### src/rtl/result_uart_dump.sv
// Dumps a 320-bit snapshot of Processor results as a 42-byte 8N1 UART frame:
// sync 0xA5, forty result bytes (word MSB-byte first), then an XOR checksum.
module result_uart_dump #(
    parameter int CLKS_PER_BIT = 868
) (
    input  logic         clock,
    input  logic         reset,
    input  logic [319:0] results,
    input  logic         start,
    output logic         tx,
    output logic         busy,
    output logic         done
);
    localparam int CNT_W = $clog2(CLKS_PER_BIT);
    localparam logic [CNT_W-1:0] LAST = CNT_W'(CLKS_PER_BIT - 1);
    localparam logic [5:0] LAST_BYTE = 6'd41;

    typedef enum logic [1:0] {IDLE, START_BIT, DATA_BITS, STOP_BIT} state_t;

    state_t           state;
    logic [319:0]     snap;
    logic [7:0]       csum;
    logic [7:0]       cur_byte;
    logic [CNT_W-1:0] clk_cnt;
    logic [2:0]       bit_idx;
    logic [5:0]       byte_idx;

    logic [5:0] next_idx;
    logic [7:0] next_byte;
    logic       period_end;

    // Frame byte idx (1..40) -> snapshot slice; byte 1 is output1[31:24].
    function automatic logic [7:0] snap_byte(input logic [319:0] s, input logic [5:0] idx);
        logic [5:0] k;
        logic [8:0] off;
        k   = idx - 6'd1;
        off = {k[5:2], 5'b0} + {4'b0, ~k[1:0], 3'b0};
        return s[off +: 8];
    endfunction

    assign next_idx   = byte_idx + 6'd1;
    assign next_byte  = (next_idx == LAST_BYTE) ? csum : snap_byte(snap, next_idx);
    assign period_end = (clk_cnt == LAST);

    always_ff @(posedge clock or negedge reset) begin
        if (!reset) begin
            state    <= IDLE;
            snap     <= '0;
            csum     <= '0;
            cur_byte <= '0;
            clk_cnt  <= '0;
            bit_idx  <= '0;
            byte_idx <= '0;
            tx       <= 1'b1;
            busy     <= 1'b0;
            done     <= 1'b0;
        end else begin
            done <= 1'b0;
            case (state)
                IDLE: begin
                    if (start && !busy) begin
                        snap     <= results;
                        csum     <= '0;
                        cur_byte <= 8'hA5;
                        clk_cnt  <= '0;
                        bit_idx  <= '0;
                        byte_idx <= '0;
                        tx       <= 1'b0;
                        busy     <= 1'b1;
                        state    <= START_BIT;
                    end
                end
                START_BIT: begin
                    if (period_end) begin
                        clk_cnt <= '0;
                        tx      <= cur_byte[0];
                        state   <= DATA_BITS;
                    end else begin
                        clk_cnt <= clk_cnt + CNT_W'(1);
                    end
                end
                DATA_BITS: begin
                    if (period_end) begin
                        clk_cnt <= '0;
                        if (bit_idx == 3'd7) begin
                            bit_idx <= '0;
                            tx      <= 1'b1;
                            state   <= STOP_BIT;
                        end else begin
                            bit_idx <= bit_idx + 3'd1;
                            tx      <= cur_byte[bit_idx + 3'd1];
                        end
                    end else begin
                        clk_cnt <= clk_cnt + CNT_W'(1);
                    end
                end
                STOP_BIT: begin
                    if (period_end) begin
                        clk_cnt <= '0;
                        if (byte_idx == LAST_BYTE) begin
                            byte_idx <= '0;
                            busy     <= 1'b0;
                            done     <= 1'b1;
                            state    <= IDLE;
                        end else begin
                            // Checksum folds in each result byte as it is loaded for sending.
                            byte_idx <= next_idx;
                            cur_byte <= next_byte;
                            if (next_idx != LAST_BYTE)
                                csum <= csum ^ next_byte;
                            tx       <= 1'b0;
                            state    <= START_BIT;
                        end
                    end else begin
                        clk_cnt <= clk_cnt + CNT_W'(1);
                    end
                end
                default: state <= IDLE;
            endcase
        end
    end
endmodule

### config.mk
export PLATFORM = sky130hd
export DESIGN_NAME = result_uart_dump
export DESIGN_NICKNAME = d
export VERILOG_FILES = /design/src/rtl/result_uart_dump.sv
export SDC_FILE = /design/constraint.sdc
export NUM_CORES = 1
export LEC_CHECK = 0
export CAP_MARGIN = 20
export CORE_MARGIN = 4
export CORE_UTILIZATION = 40
export DETAILED_ROUTE_END_ITERATION = 8
export DONT_BUFFER_PORTS = 1
export PLACE_DENSITY_LB_ADDON = 0.12
export SYNTH_ARGS = -nofsm -noshare
export SYNTH_HDL_FRONTEND = slang
export SYNTH_SLANG_ARGS = --single-unit
### constraint.sdc
create_clock -name clock -period 2.9 [get_ports clock]
set_input_delay 0.87 -clock clock [delete_from_list [all_inputs] [get_ports clock]]
set_output_delay 0.87 -clock clock [all_outputs]
set_load 0.05 [all_outputs]
======== Word-level counts from Yosys, hierarchy flattened ========
Index checks and enable logic that the tools add are counted.
word-level totals
  register bits after elaboration ......... 360
  latch bits .............................. 0
  memory bits (writable) .................. 0
  memory bits (read-only) ................. 0
  bits of input ports ..................... 323
  output and inout bits ................... 3
  word-level logic and storage cells ...... 93
  memories kept ........................... 0
operators by class
  add/sub/neg operators ................... 5
  multipliers ............................. 0
  divide/modulo/power cells ............... 0
  order comparisons ....................... 1
  eq/ne operators ......................... 16
  shifts and indexed selects .............. 1
  muxes and demuxes ....................... 44
  bitwise operators ....................... 2
  reductions and logical operators ........ 14
operator list
  cell                                                                number
  320-bit by 10-bit indexed part select with 8-bit output             1
  8-bit 2-to-1 mux                                                    8
  8-bit case mux with 2 select lines                                  2
  10-bit 2-to-1 mux                                                   2
  10-bit case mux with 2 select lines                                 1
  6-bit 2-to-1 mux                                                    3
  2-bit != test, second input constant                                8
  5-bit AND reduction                                                 3
  1-bit 2-to-1 mux                                                    14
  6-bit equality test, second input constant                          2
  6-bit case mux with 2 select lines                                  1
  10-bit by 1-bit adder with 10-bit output, second input constant     1
  10-bit equality test, second input constant                         1
  2-bit 2-to-1 mux                                                    5
  9-bit by 5-bit adder with 9-bit output                              1
  3-bit 2-to-1 mux                                                    3
  2-bit case mux with 4 select lines                                  1
  4-bit AND reduction                                                 2
  8-bit XOR                                                           1
  6-bit by 1-bit adder with 6-bit output, second input constant       1
  6-bit != test, second input constant                                1
  3-bit case mux with 2 select lines                                  1
  3-bit AND reduction                                                 2
  6-bit by 1-bit subtractor with 6-bit output, second input constant  1
  other kinds (15)                                                    17

======== Longest topological paths before layout ========
Gate-level depths: netlist of the first run.
  word-level depth ........................ 11
  depth in mapped cells ................... 12
  gate-level depth less buffers ........... 10

======== Worst setup path after synthesis of the first run ========
No wires, ideal clock.
  path kind ............................... flip-flop to flip-flop
  from .................................... reg byte_idx[0]
  to ...................................... reg cur_byte[1]
  library setup time ...................... 121 ps
  data arrival time ....................... 2712 ps
  path slack .............................. 67 ps
  cell stages (with the launch flop) ...... 11
  path buffers ............................ 3
  cell sequence ........................... dfrtp_1 -> inv_1 -> ha_1 -> buf_6 -> buf_6 -> buf_4 -> mux4_2 -> mux2_2 -> o211ai_1 -> nand3_1 -> a22o_1
between the ends
  cells in the longest elaborated chain, start to end .. 9
  elaborated cells on any way between the ends .. 13
RTL lines
  item                                                     RTL line  text
  start, declared                                          26        logic [5:0] byte_idx;
  start signal, assigned                                   107       byte_idx <= next_idx;
  6-bit by 1-bit adder with 6-bit output                   41        assign next_idx = byte_idx + 6'd1;
  6-bit by 1-bit subtractor with 6-bit output              36        k = idx - 6'd1;
  2-bit inverter                                           37        off = {k[5:2], 5'b0} + {4'b0, ~k[1:0], 3'b0};
  9-bit by 5-bit adder with 9-bit output                   37
  320-bit by 10-bit indexed part select with 8-bit output  38        return s[off +: 8];
  8-bit 2-to-1 mux                                         42        assign next_byte = (next_idx == LAST_BYTE) ? csum : snap_byte(snap, next_idx);
  8-bit 2-to-1 mux                                         100       if (byte_idx == LAST_BYTE) begin
  8-bit 2-to-1 mux                                         98        if (period_end) begin
  8-bit case mux with 2 select lines                       59        case (state)
  end signal, assigned                                     108       cur_byte <= next_byte;
  end, declared                                            23        logic [7:0] cur_byte;
Parallel ways exist; a longest one is shown, timed or not. The select of a mux whose other input is x is not followed.
A chain may end at the register's enable or synchronous reset.

======== Worst setup path in the final report of the first run ========
  from .................................... reg byte_idx[0]
  to ...................................... reg csum[7]
between the ends
  cells in the longest elaborated chain, start to end .. 11
  elaborated cells on any way between the ends .. 17
RTL lines
  item                                                     RTL line  text
  6-bit by 1-bit adder with 6-bit output                   41
  6-bit by 1-bit subtractor with 6-bit output              36
  2-bit inverter                                           37
  9-bit by 5-bit adder with 9-bit output                   37
  320-bit by 10-bit indexed part select with 8-bit output  38
  8-bit 2-to-1 mux                                         42
  8-bit XOR                                                110       csum <= csum ^ next_byte;
  8-bit 2-to-1 mux                                         109       if (next_idx != LAST_BYTE)
  8-bit 2-to-1 mux                                         100
  8-bit 2-to-1 mux                                         98
  8-bit case mux with 2 select lines                       59
  end signal, assigned                                     110
  end, declared                                            22        logic [7:0] csum;
Parallel ways exist; a longest one is shown, timed or not. The select of a mux whose other input is x is not followed.

==> results of run 1 <==
metrics by stage:
stage                util  hold WS [ps]  instances  total power, µW
finish              0.472          50.6       1800            19300
detailed placement  0.428           487       1689            13900
global route        0.472          4.59       1795            20400
floorplan               -           444       1164            12500
global placement    0.428           483       1689            13700
CTS                 0.462         -22.7       1767            19500
per-layer routing:
metal  share of wire  vias up
li1                -     4534
met1            0.41     5214
met2            0.49      264
met3           0.070       98
met4           0.026       34
met5          0.0042        -
critical path: stages (launching register included):
cell	delay, ps
dfrtp_4	510
inv_4	80
ha_4	210
buf_12	140
buf_4	160
clkbuf_16	170
buf_4	140
mux4_2	360
mux2i_1	110
or4_4	450
a41o_1	220
a22o_1	220
power by group through the flow:
stage	registers (µW)	logic (µW)	clock network [µW]
4_1_cts	8630	5230	5620
6_report	8640	5180	5440
2_1_floorplan	8230	4230	0
5_1_grt	8920	5670	5810
3_5_place_dp	8710	5190	0
3_3_place_gp	8620	5080	0
layout make-up:
cell class | instances | area [µm²]
inverters | 16 | 62.6
flip-flops and latches | 360 | 9010
clock inverters | 10 | 150
diodes | 10 | 25.0
well taps | 539 | 674
repair buffers | 86 | 881
fillers | 3739 | 22300
multi-input cells | 711 | 7870
clock buffers | 68 | 1270
state kept, by name (all words and copies together) (netlist names):
signal    flops
byte_idx      6
snap        320
tx            1
csum          8
busy          1
clk_cnt      10
cur_byte      8
done          1
state         2
bit_idx       3
cells in the mapped netlist (9+ instances only):
cell | count | area [µm²]
nor2_1 | 25 | 93.8
mux4_2 | 82 | 1850
a31oi_1 | 11 | 68.8
buf_2 | 9 | 45.0
dfrtp_1 | 359 | 8980
o21ai_0 | 18 | 90.1
and3_1 | 26 | 163
nand2_1 | 39 | 146
buf_4 | 9 | 67.6
a21oi_1 | 13 | 65.1
ha_1 | 12 | 150
inv_1 | 15 | 56.3
clkbuf_1 | 47 | 176
mux2_2 | 333 | 3750
o211ai_1 | 10 | 75.1
a211o_1 | 25 | 219
worst paths after layout:
path,to,cells after the start
min in group clock,snap[136],1
max reg2reg,csum[7],11
max in group asynchronous,snap[242],0
max,csum[7],11
min reg2reg,snap[290],1
min,snap[146],0
cell families after synthesis:
kind of cell / after synthesis / share of synthesized area
buffers and inverters: 93 / 0.0271
adders and majority gates: 12 / 0.00874
and+or+nand+nor: 143 / 0.0450
DFF: 360 / 0.525
AOI/OAI and AO/OA: 123 / 0.0549
muxes: 420 / 0.329
xor gates and xnor gates: 13 / 0.0108
what timing repair did:
item                                    in CTS  in global routing
hold endpoints to repair                   168                  0
endpoints found under the setup margin       3                 16
resized for setup                            3                 41
cloned                                       0                  5
setup buffers                                0                 18
pin swaps                                    0                 23
==> impl_metrics.py, run 1 <==
metrics = {
    "critical_path": {
        "cp-start-kind": "flip-flop",
        "critPathRequiredTime_ps": 3350,
        "critPathCaptureType": "flip-flop",
        "worstSetupPathType": "flip-flop to flip-flop",
        "cp_max_fo": 6,
        "r2r-start": "byte_idx[0]",
        "crit_path_start": "byte_idx[0]",
        "r2r_slack_ps": 7,
        "arrival_ps": 3350,
    },
    "pwr": {
        "ir_drop_mv": 0.496,
        "leakage_uw": 0.00845,
        "powerDensity_nw_per_um2": 965,
        "clkPwrFrac": 0.282,
        "intPower_uw": 13900,
        "combPwrFrac": 0.269,
        "power_frac_seq": 0.449,
        "p_switching_uw": 5320,
        "swShare": 0.276,
    },
    "timing": {
        "setup_viol": 0,
        "rsz0062_at_grt": "true",
        "finalSetupTns_ps": 0,
        "fin_worst_skew_ps": 21.8,
        "tightest_slew_ps": 1690,
        "slew-limit-headroom": -0.128,
        "hold_violations": 0,
        "finalCritPeriodShare": 0.998,
        "setup_slack_ps": 6.52,
        "drv_slew": 137,
        "fmax_ghz": 0.346,
        "period_minus_slack_ps": 2890,
    },
    "routing": {
        "vias": 10100,
        "dr.pass1.iters": 5,
        "antenna_left": 0,
        "viasPerCell": 5.64,
        "drtIter0Drc": 597,
        "drc": 0,
        "drt_wl_total_um": 46000,
        "wire_per_inst_um": 25.5,
    },
    "global_routing": {
        "grt_max_degree": 361,
        "grt.busiest_layer": "met2",
        "track_usage": 0.193,
        "use_met1": 0.242,
        "antenna_found_initial": 28,
        "grt_use_met3": 0.0682,
        "grt_pass1_vias": 10800,
        "grt_pass1_wl_um": 69100,
        "use_met2": 0.319,
        "globalRoute.totalOverflow": 0,
    },
    "synth": {
        "syn-num-nets": 1499,
        "ys_ff_latch": 360,
        "synth_edf_count": 0,
        "synth.avg_cell_area_um2": 14.8,
        "synthFlopType": "dfrtp_1",
        "syn-cell-area_um2": 17200,
        "yosysSeqAreaShare": 0.525,
        "yosys_warnings": 0,
        "async_reset_ff_frac": 1.00,
        "synth_cell_types": 69,
        "synth_cells": 1164,
    },
    "floorplanning": {
        "die_h_um": 215,
        "start_util": 0.407,
        "die-width_um": 215,
        "fp.coreArea_um2": 42200,
        "io_pins": 326,
        "num_rows": 75,
        "die-area_um2": 46300,
    },
    "placed_design": {
        "detailed_place_hpwl_um": 32300,
        "io_buffers": 0,
        "place_area_um2": 18100,
        "gp_congestion": 0.784,
        "dp_slack_ps": -46.1,
    },
    "cells_and_area": {
        "layout_common_cells": "dfrtp_1, mux2_2, mux4_2, buf_4, clkbuf_16",
        "stdcell_area_um2": 19900,
        "layout-area-overhead-vs-synth_pct": 16.2,
        "final_nets": 1552,
        "layout-drive-gt1-share": 0.485,
        "final_common_cell": "dfrtp_1",
    },
    "clock_network": {
        "htreeDepth": 2,
        "numCtsBuffers": 42,
        "cts_sinks": 360,
        "clock_latency_ps": 570,
        "cts_tree": "built",
        "clockBufferDepth": 3,
        "clockRootBuffer": "clkbuf_16",
        "path_clk_slew_ps": 60,
    },
    "outcome": {
        "violations": "max-slew violations",
        "outcome": "finished with violations",
    },
    "worst_hold_path": {
        "min-delay-path-class": "primary input to asynchronous set/reset pin",
    },
    "job": {
        "max_cap_viol_count": 0,
    },
}
(Power assumes the default switching activity.)
==> run 2: changes to the inputs <==
==> constraint.sdc (replaced) <==
create_clock -name clock -period 2.9 [get_ports clock]
set_input_delay 0.29 -clock clock [delete_from_list [all_inputs] [get_ports clock]]
set_output_delay 0.29 -clock clock [all_outputs]
set_load 0.05 [all_outputs]
==> impl_metrics.py, run 2 (same netlist as run 1, synthesis figures left out) <==
metrics = {
    "clock_network": {
        "htreeDepth": 2,
        "numCtsBuffers": 43,
        "clock_latency_ps": 560,
        "cts_sinks": 360,
        "hold_buffers": 320,
        "path_clk_slew_ps": 60,
        "clockRootBuffer": "clkbuf_16",
        "cts_tree": "built",
        "clockBufferDepth": 3,
    },
    "cells_and_area": {
        "finalNonFillerCells": 2107,
        "layout-area-overhead-vs-synth_pct": 34.5,
        "layout_common_cells": "dfrtp_1, mux2_2, dlygate4sd3_1, mux4_2, buf_4",
        "final_common_cell": "dfrtp_1",
        "top_register": "snap",
        "layout-drive-gt1-share": 0.388,
        "largest_reg_flops": 320,
        "final_nets": 1861,
        "stdcell_area_um2": 23100,
        "top_regs": "snap x320, clk_cnt x10",
    },
    "pwr": {
        "leakage_uw": 0.00974,
        "ir_drop_mv": 0.543,
        "powerDensity_nw_per_um2": 868,
    },
    "critical_path": {
        "critPathCaptureType": "flip-flop",
        "cp_max_fo": 8,
        "cp-start-kind": "flip-flop",
        "critPathRequiredTime_ps": 3360,
        "arrival_ps": 3300,
        "worstSetupPathType": "flip-flop to flip-flop",
    },
    "floorplanning": {
        "num_rows": 75,
        "die-area_um2": 46300,
        "fp.coreArea_um2": 42200,
        "die-width_um": 215,
        "io_pins": 326,
        "die_h_um": 215,
        "start_util": 0.407,
    },
    "timing": {
        "slew-limit-headroom": -0.105,
        "rsz0062_at_grt": "true",
        "fmax_ghz": 0.352,
        "setup_viol": 0,
        "period_minus_slack_ps": 2840,
        "tightest_slew_ps": 1660,
        "fin_worst_skew_ps": 19.7,
        "hold_violations": 359,
        "drv_slew": 115,
        "fin_hold_ws_ps": -534,
        "finalCritPeriodShare": 0.980,
    },
    "routing": {
        "drc": 0,
        "vias": 11400,
        "drtIter0Drc": 763,
        "drt_wl_total_um": 47800,
        "dr.pass1.iters": 5,
        "wire_per_inst_um": 22.7,
        "antenna_left": 0,
        "viasPerCell": 5.40,
    },
    "global_routing": {
        "globalRoute.totalOverflow": 0,
        "grt_pass1_vias": 12400,
        "grt_pass1_wl_um": 73400,
        "antenna_found_initial": 7,
        "track_usage": 0.201,
        "grt_max_degree": 361,
    },
    "placed_design": {
        "dp.cells": 1679,
        "place_area_um2": 18000,
        "gp_congestion": 0.813,
        "io_buffers": 0,
        "detailed_place_hpwl_um": 32800,
    },
    "outcome": {
        "violations": "negative hold slack, max-slew violations",
        "outcome": "finished with violations",
    },
    "job": {
        "max_cap_viol_count": 0,
    },
    "worst_hold_path": {
        "min-delay-path-class": "primary input to asynchronous set/reset pin",
    },
}
[run 2: final timing paths]
path                              from           to  slack (ps)  cells after the start
setup / recovery           byte_idx[1]  cur_byte[1]          60                     10
hold / removal                   reset         done        -530                      0
setup reg to reg           byte_idx[1]  cur_byte[1]          60                     10
hold reg to reg              snap[272]    snap[272]         500                      1
max in group asynchronous        reset   clk_cnt[7]        2130                      0
min in group clock               start   clk_cnt[1]         160                      4
[run 2: final cells by class]
| class | count | area, µm² |
|---|---|---|
| clock inverters | 19 | 243 |
| flip-flops and latches | 360 | 9010 |
| fillers | 3476 | 19100 |
| diodes | 8 | 20.0 |
| repair buffers | 394 | 3980 |
| multi-input cells | 711 | 7850 |
| inverters | 16 | 62.6 |
| clock buffers | 60 | 1240 |
| well taps | 539 | 674 |
[run 2: critical path, stage by stage (launching register included)]
cell and delay, ps:
dfrtp_2 420, inv_1 120, ha_4 380, buf_12 170, buf_4 150, mux4_2 590, mux2_2 300, o211ai_1 210
buf_4 160, nand3_1 70, a22o_1 170
[run 2: through the flow]
stage	worst slack (ps)	hold WS [ps]	TNS (ps)	power (µW)	utilization
CTS	-19.2	-568	-32.7	20100	0.538
floorplan	67.1	-5.59	0	12500	-
finish	58.4	-534	0	20000	0.547
global route	-50.1	-560	-193	21200	0.547
detailed placement	-15.7	30.4	-19.3	14000	0.427
global placement	16.0	31.8	0	13800	0.427
[run 2: what timing repair did]
| item | CTS | global route |
|---|---|---|
| endpoints found under the hold margin | 680 | 360 |
| resized for setup | 3 | 32 |
| setup endpoints to repair | 4 | 16 |
| gates cloned | 0 | 1 |
| pin swaps | 0 | 26 |
| buffers inserted | 2 | 18 |
[run 2: report_power, final]
| group | switching [µW] | internal (µW) |
|---|---|---|
| Clock | 2190 | 3440 |
| Combinational | 2140 | 3600 |
| Sequential | 1270 | 7400 |
[run 2: routing by layer]
| layer | wire [µm] | share of wire | global-route usage |
|---|---|---|---|
| met1 | 20500 | 0.43 | 0.264 |
| met2 | 23900 | 0.50 | 0.339 |
| met3 | 2350 | 0.049 | 0.0421 |
| met4 | 1090 | 0.023 | 0.0552 |
| met5 | 0 | 0 | 0 |
